===== src/rtl/dct_pipe_1d.sv =====
// rtl/dct_pipe_1d.sv - three-stage handshaked 1-D forward DCT-II (8-point or 4-point), partial butterfly
module dct_pipe_1d #(
  parameter int IN_W  = 8,
  parameter int SHIFT = 0,
  localparam int OUT_W = IN_W + 10 - SHIFT
) (
  input  logic                 clk,
  input  logic                 rst_n,
  input  logic                 in_valid,
  output logic                 in_ready,
  input  logic                 in_size4,
  input  logic [8*IN_W-1:0]    in_data,
  output logic                 out_valid,
  input  logic                 out_ready,
  output logic [8*OUT_W-1:0]   out_data
);

  localparam int EW = IN_W + 1;
  localparam int AW = IN_W + 10;

  function automatic logic signed [EW-1:0] sx(input logic signed [IN_W-1:0] a);
    return {a[IN_W-1], a};
  endfunction

  function automatic logic signed [AW-1:0] ext(input logic signed [EW-1:0] a);
    return {{(AW-EW){a[EW-1]}}, a};
  endfunction

  logic en;
  assign en       = !out_valid || out_ready;
  assign in_ready = en;

  logic signed [IN_W-1:0] x [8];
  for (genvar g = 0; g < 8; g++) begin : g_unpack
    assign x[g] = in_data[(7-g)*IN_W +: IN_W];
  end

  // In 4-point mode the odd terms O0/O1 ride in the even slots 2/3 so the
  // even-product bank (36/64/83) serves every 4-point coefficient.
  logic signed [EW-1:0] e_n [4];
  logic signed [EW-1:0] o_n [4];
  always_comb begin
    for (int j = 0; j < 4; j++) begin
      e_n[j] = sx(x[j]) + sx(x[7-j]);
      o_n[j] = sx(x[j]) - sx(x[7-j]);
    end
    if (in_size4) begin
      e_n[0] = sx(x[0]) + sx(x[3]);
      e_n[1] = sx(x[1]) + sx(x[2]);
      e_n[2] = sx(x[0]) - sx(x[3]);
      e_n[3] = sx(x[1]) - sx(x[2]);
      for (int j = 0; j < 4; j++) o_n[j] = '0;
    end
  end

  logic                 v1, m1, v2, m2;
  logic signed [EW-1:0] e1 [4];
  logic signed [EW-1:0] o1 [4];

  logic signed [AW-1:0] ea [4];
  logic signed [AW-1:0] ob [4];
  logic signed [AW-1:0] p36_n [4], p64_n [4], p83_n [4];
  logic signed [AW-1:0] q18_n [4], q50_n [4], q75_n [4], q89_n [4];
  logic signed [AW-1:0] p36 [4], p64 [4], p83 [4];
  logic signed [AW-1:0] q18 [4], q50 [4], q75 [4], q89 [4];

  for (genvar g = 0; g < 4; g++) begin : g_prod
    assign ea[g]    = ext(e1[g]);
    assign ob[g]    = ext(o1[g]);
    assign p36_n[g] = (ea[g] <<< 5) + (ea[g] <<< 2);
    assign p64_n[g] = ea[g] <<< 6;
    assign p83_n[g] = (ea[g] <<< 6) + (ea[g] <<< 4) + (ea[g] <<< 1) + ea[g];
    assign q18_n[g] = (ob[g] <<< 4) + (ob[g] <<< 1);
    assign q50_n[g] = (ob[g] <<< 5) + (ob[g] <<< 4) + (ob[g] <<< 1);
    assign q75_n[g] = (ob[g] <<< 6) + (ob[g] <<< 3) + (ob[g] <<< 1) + ob[g];
    assign q89_n[g] = (ob[g] <<< 6) + (ob[g] <<< 4) + (ob[g] <<< 3) + ob[g];
  end

  logic signed [AW-1:0] acc [8];
  always_comb begin
    for (int i = 0; i < 8; i++) acc[i] = '0;
    if (m2) begin
      acc[0] = p64[0] + p64[1];
      acc[1] = p83[2] + p36[3];
      acc[2] = p64[0] - p64[1];
      acc[3] = p36[2] - p83[3];
    end else begin
      acc[0] = p64[0] + p64[1] + p64[2] + p64[3];
      acc[1] = q89[0] + q75[1] + q50[2] + q18[3];
      acc[2] = p83[0] + p36[1] - p36[2] - p83[3];
      acc[3] = q75[0] - q18[1] - q89[2] - q50[3];
      acc[4] = p64[0] - p64[1] - p64[2] + p64[3];
      acc[5] = q50[0] - q89[1] + q18[2] + q75[3];
      acc[6] = p36[0] - p83[1] + p83[2] - p36[3];
      acc[7] = q18[0] - q50[1] + q75[2] - q89[3];
    end
  end

  logic signed [OUT_W-1:0] y_n [8];
  if (SHIFT > 0) begin : g_round
    localparam logic signed [AW-1:0] RND = AW'(1) << (SHIFT - 1);
    always_comb begin
      for (int i = 0; i < 8; i++) y_n[i] = OUT_W'((acc[i] + RND) >>> SHIFT);
    end
  end else begin : g_exact
    always_comb begin
      for (int i = 0; i < 8; i++) y_n[i] = acc[i];
    end
  end

  logic [8*OUT_W-1:0] y_pack;
  always_comb begin
    y_pack = '0;
    for (int i = 0; i < 8; i++) y_pack[(7-i)*OUT_W +: OUT_W] = y_n[i];
  end

  // A stalled output freezes every stage, so no bubble is ever squeezed out.
  always_ff @(posedge clk or negedge rst_n) begin
    if (!rst_n) begin
      v1        <= 1'b0;
      m1        <= 1'b0;
      v2        <= 1'b0;
      m2        <= 1'b0;
      out_valid <= 1'b0;
      out_data  <= '0;
      e1        <= '{default: '0};
      o1        <= '{default: '0};
      p36       <= '{default: '0};
      p64       <= '{default: '0};
      p83       <= '{default: '0};
      q18       <= '{default: '0};
      q50       <= '{default: '0};
      q75       <= '{default: '0};
      q89       <= '{default: '0};
    end else if (en) begin
      v1        <= in_valid;
      m1        <= in_size4;
      e1        <= e_n;
      o1        <= o_n;
      v2        <= v1;
      m2        <= m1;
      p36       <= p36_n;
      p64       <= p64_n;
      p83       <= p83_n;
      q18       <= q18_n;
      q50       <= q50_n;
      q75       <= q75_n;
      q89       <= q89_n;
      out_valid <= v2;
      out_data  <= y_pack;
    end
  end

endmodule


===== config.mk =====
export PLATFORM = sky130hd
export DESIGN_NAME = dct_pipe_1d
export DESIGN_NICKNAME = d
export VERILOG_FILES = /design/src/rtl/dct_pipe_1d.sv
export SDC_FILE = /design/constraint.sdc
export NUM_CORES = 2
export LEC_CHECK = 0
export ABC_AREA = 0
export CAP_MARGIN = 20
export CORE_UTILIZATION = 25
export CTS_BUF_LIST = sky130_fd_sc_hd__clkbuf_4
export DETAILED_ROUTE_END_ITERATION = 6
export PLACE_DENSITY = 0.37
export SETUP_SLACK_MARGIN = 0.5
export SYNTH_ARGS = -nofsm -noshare
export SYNTH_HDL_FRONTEND = slang
export SYNTH_SLANG_ARGS = --single-unit

===== constraint.sdc =====
create_clock -name clk -period 11.1 [get_ports clk]
set_input_delay 2.775 -clock clk [delete_from_list [all_inputs] [get_ports clk]]
set_output_delay 2.775 -clock clk [all_outputs]
set_load 0.01 [all_outputs]

**Word level (Yosys, flattened, before mapping)**

Cells that the tools add are included.

- Flip-flop bits (word level): 689
- Input port bits: 69
- Output and inout bits: 146

- Add/subtract/negate cells: 90
- Muxes and demuxes: 4
- Reduce and logical (&&, ||, !) cells: 2

Operator list:

| cell | number |
|---|---|
| 17-bit by 9-bit adder with 18-bit output | 12 |
| 18-bit subtractor | 11 |
| 18-bit adder | 9 |
| 72-bit two-way mux | 2 |
| 16-bit by 10-bit adder with 17-bit output | 8 |
| 15-bit by 13-bit adder with 16-bit output | 8 |
| 36-bit two-way mux | 2 |
| 16-bit by 12-bit adder with 17-bit output | 4 |
| 15-bit by 10-bit adder with 16-bit output | 4 |
| 15-bit by 12-bit adder with 16-bit output | 4 |
| 14-bit by 11-bit adder with 15-bit output | 4 |
| 14-bit by 13-bit adder with 15-bit output | 4 |
| 13-bit by 10-bit adder with 14-bit output | 4 |
| 8-bit by 8-bit adder with 9-bit output | 6 |
| 8-bit by 8-bit subtractor with 9-bit output | 6 |
| 17-bit by 15-bit adder with 18-bit output | 2 |
| 16-bit by 15-bit adder with 17-bit output | 1 |
| 16-bit by 15-bit subtractor with 17-bit output | 1 |
| 15-bit by 15-bit adder with 16-bit output | 1 |
| 15-bit by 15-bit subtractor with 16-bit output | 1 |
| 1-bit zero test | 1 |
| 1-bit logical OR | 1 |

**Logic depth before layout (Yosys ltp)**

- Depth after elaboration: 4
- Gate-level depth with buffers: 19
- Gate-level depth less buffers: 19

**Worst setup path after synthesis**

Ideal clock, no wire load.

- Kind: input to output
- Start point: in out_ready
- End point: out in_ready
- Arrival time: 3536 ps
- Data required time: 8325 ps
- Setup slack: 4789 ps
- Stages: 4
- Cells stage by stage: nor2b_1 inv_2 clkbuf_1 clkbuf_1

- Longest elaborated chain between the ends: 1

Ends and longest elaborated chain:

| item | line | RTL |
|---|---|---|
| start, declared | 14 | `input logic out_ready,` |
| 1-bit logical OR | 30 | `assign en = !out_valid \|\| out_ready;` |
| end, declared | 10 | `output logic in_ready,` |

Every way passes these cells.

**Worst setup path in the final report**

Ends and elaborated chain as after synthesis.

==> flow_summary_export.csv <==
group,metric,value,unit
critical_path,cp-end-kind,"output port",
global_route,grt_antenna_before_repair,11,
die,initial_core_util,0.251,
critical_path,worst_setup_path_endpoint,"in_ready",
cells_and_area,flow.area_growth_from_synthesis,15.5,%
clock_tree,htree_num_levels,4,
cells_and_area,drive_gt1_frac,0.0694,
critical_path,critical_path.startpoint_type,"input pin",
clock_tree,cts.reportedPaths.clkPinSlew,0.06,ns
clock_tree,cts_tree,"yes",
die,num_rows,162,
die,die_height,444,microns
critical_path,worst_ep_arrival_time,4.72,ns
critical_path,critical_path_peak_fanout,56,
critical_path,critical_path.startpoint,"out_ready",
place,dp.final_hpwl,143000,microns
yosys,synth_sequential_area_ratio,0.283,
outcome,run_status,"complete, no violations",
timing,timing.final.crit_period,7.50,ns
cells_and_area,final_nets,6647,
timing,timing_hold_violations_final,0,
drt,vias,37900,
timing,tcrit_tclk_final,0.675,
timing,finalClockSkew,0.0714,ns
yosys,synth.top_cells.by_area,"sky130_fd_sc_hd__dfrtp_1, sky130_fd_sc_hd__fa_1, sky130_fd_sc_hd__ha_1, sky130_fd_sc_hd__inv_1, sky130_fd_sc_hd__a21oi_1",
critical_path,worst_r2r_path_depth,12,
critical_path,worst-setup-path-type,"input pin to output port",
drt,drt.antenna.violating_nets,0,
clock_tree,clkSinkCount,553,
drt,via_per_inst,4.54,
clock_tree,total_clock_buffers_created_by_cts,179,
clock_tree,clk_path_buf_depth,3,
yosys,synth.yosys.warnings,0,
timing,report.final.setup_viol,0,
place,gp_routability_congestion,0.844,
die,floorplan.die_area,0.198,sq mm
drt,drt_pass1_iterations,5,
clock_tree,worst_skew_pair.late_latency,1.24,ns
timing,max-slew-margin-rel,0.269,
critical_path,cp.required,8.33,ns
critical_path,critical_path.reg2reg.startpoint,"p36[24]",
job,maxCapViolations,0,
yosys,ys.flop_type,"sky130_fd_sc_hd__dfrtp_1",
drt,drtIter0Drc,2292,
place,placement.io_buffers,202,
timing,timing_worst_slew_pin_value,1.10,ns
global_route,grt_max_degree,170,
yosys,number_of_instances_in_the_synthesized_netlist,5285,
yosys,synthesis.area_per_instance,9.26,sq um
yosys,synth_seq_cells,553,
clock_tree,cts.hold.buffers_added,0,
yosys,area_fraction_of_the_dominant_cell_type_after_synthesis,0.283,
hold_path,worst_hold_path_type,"flop to flop",
timing,final_max_slew_violation_count,0,
clock_tree,cts.repair_timing.setup_buffer_count,0,
global_route,grt_pass1_vias,38700,
global_route,grt_overflow_total,0,
timing,final.setup.tns,0,ns
drt,drc_errors,0,
timing,achievable-frequency,0.133,GHz
yosys,asyncSetResetFlopFracSynth,1.00,
die,chipWidth,444,microns
global_route,grt_first_pass_wirelength,265000,microns
clock_tree,post_cts_resized,0,
yosys,synth_edf_count,0,
critical_path,timing.reg2reg.setup_slack,6.42,ns
die,floorplan.core_area,0.195,sq mm
drt,finalWirelength,180000,microns
cells_and_area,layout.cells.most_common,"sky130_fd_sc_hd__inv_1",
die,design.portCount,215,
yosys,synth_top_cell_by_area,"sky130_fd_sc_hd__dfrtp_1",
timing,grt_setup_unrepaired,"false",
critical_path,worstReg2RegEnd,"out_data[103]",
yosys,mappedNetlistArea,0.0489,sq mm
yosys,synth_cell_types,79,
drt,avgRoutedWirePerCell,21.5,microns
cells_and_area,most-common-layout-cells,"sky130_fd_sc_hd__inv_1, sky130_fd_sc_hd__ha_1, sky130_fd_sc_hd__dfrtp_1",
clock_tree,cts_root_buffer,"sky130_fd_sc_hd__clkbuf_4",
global_route,track_usage,0.183,
==> per-layer routing <==
layer	part of all wire	up-vias	GRT usage
li1	-	18500	-
met2	0.43	744	0.275
met4	0.022	0	0.0476
met3	0.038	196	0.0253
met1	0.51	18500	0.274
met5	0	-	0
==> worst min path at each step <==
stage,from,endpoint,slack (ns),depth (start not counted)
after CTS,v2,v2,0.46,2
after global placement,v2,v2,0.45,2
after global routing,v1,v1,0.50,2
after detailed placement,v2,v2,0.45,2
after floorplan,v2,v2,0.43,2
final,v2,v2,0.46,2
==> cell usage after synthesis (11+ instances only) <==
cell type / n
sky130_fd_sc_hd__or3_1: 31
sky130_fd_sc_hd__and3_1: 30
sky130_fd_sc_hd__nor2b_1: 51
sky130_fd_sc_hd__o21bai_1: 76
sky130_fd_sc_hd__xor2_1: 130
sky130_fd_sc_hd__a31oi_1: 39
sky130_fd_sc_hd__o31ai_1: 51
sky130_fd_sc_hd__nor3_1: 59
sky130_fd_sc_hd__a22o_1: 12
sky130_fd_sc_hd__o211ai_1: 32
sky130_fd_sc_hd__buf_1: 16
sky130_fd_sc_hd__nor2_1: 365
sky130_fd_sc_hd__o21ai_1: 28
sky130_fd_sc_hd__a21boi_0: 30
sky130_fd_sc_hd__o21ai_0: 334
sky130_fd_sc_hd__a21oi_1: 451
sky130_fd_sc_hd__a2111oi_0: 13
sky130_fd_sc_hd__o21a_1: 33
sky130_fd_sc_hd__nand2b_1: 39
sky130_fd_sc_hd__nand3_1: 71
sky130_fd_sc_hd__dfrtp_1: 553
sky130_fd_sc_hd__xnor2_1: 209
sky130_fd_sc_hd__clkbuf_1: 131
sky130_fd_sc_hd__mux2i_1: 21
sky130_fd_sc_hd__ha_1: 591
sky130_fd_sc_hd__nand2_1: 492
sky130_fd_sc_hd__nor3b_1: 11
sky130_fd_sc_hd__a21o_1: 100
sky130_fd_sc_hd__fa_1: 390
sky130_fd_sc_hd__a211oi_1: 34
sky130_fd_sc_hd__inv_1: 685
sky130_fd_sc_hd__buf_4: 12
==> critical path, cell delays in order <==
cell                              delay [ns]
sky130_fd_sc_hd__clkdlybuf4s50_1        0.45
sky130_fd_sc_hd__nor2b_4                0.12
sky130_fd_sc_hd__buf_4                  0.55
sky130_fd_sc_hd__inv_8                  0.21
sky130_fd_sc_hd__clkdlybuf4s50_1        0.56
==> state kept, by name, summed over array words and instances (netlist names), 28 cells and up <==
register  count
p64          28
q50          32
q75          68
o1           36
p83          72
e1           36
p36          40
q18          32
q89          72
out_data    132
==> cell type report <==
cell class	instances	area, sq um
clock buffer	249	1870
timing repair buffer	279	2660
fill	20900	138000
tap	2624	3280
inverter	688	2590
multi-input combinational	3896	31900
antenna	8	20.0
sequential	553	13800
clock inverter	59	307
==> metrics by stage <==
step / area (sq um) / hold WS, ns / utilization / instances / setup WS [ns]
2_1_floorplan: 49000 / 0.430 / - / 5296 / 4.79
3_3_place_gp: 54300 / 0.447 / 0.279 / 8039 / 3.59
3_5_place_dp: 54300 / 0.449 / 0.279 / 8040 / 3.58
4_1_cts: 56500 / 0.464 / 0.290 / 8348 / 3.57
5_1_grt: 56500 / 0.498 / 0.290 / 8354 / 3.52
6_report: 56500 / 0.459 / 0.290 / 8356 / 3.60
==> cells by family after synthesis <==
group | count (synthesis) | share of synthesized area
AND/OR/NAND/NOR | 1194 | 0.106
buffers and inverters | 847 | 0.0659
flip-flops | 553 | 0.283
adder cells (fa/ha/maj) | 981 | 0.311
AO/OA/AOI/OAI | 1340 | 0.168
XOR/XNOR | 339 | 0.0607
multiplexers | 30 | 0.00637
other | 1 | 0.0000766
Power is left out: the tool's default activity adds up to more than one toggle a clock period on the data nets, which glitch-free logic cannot reach.
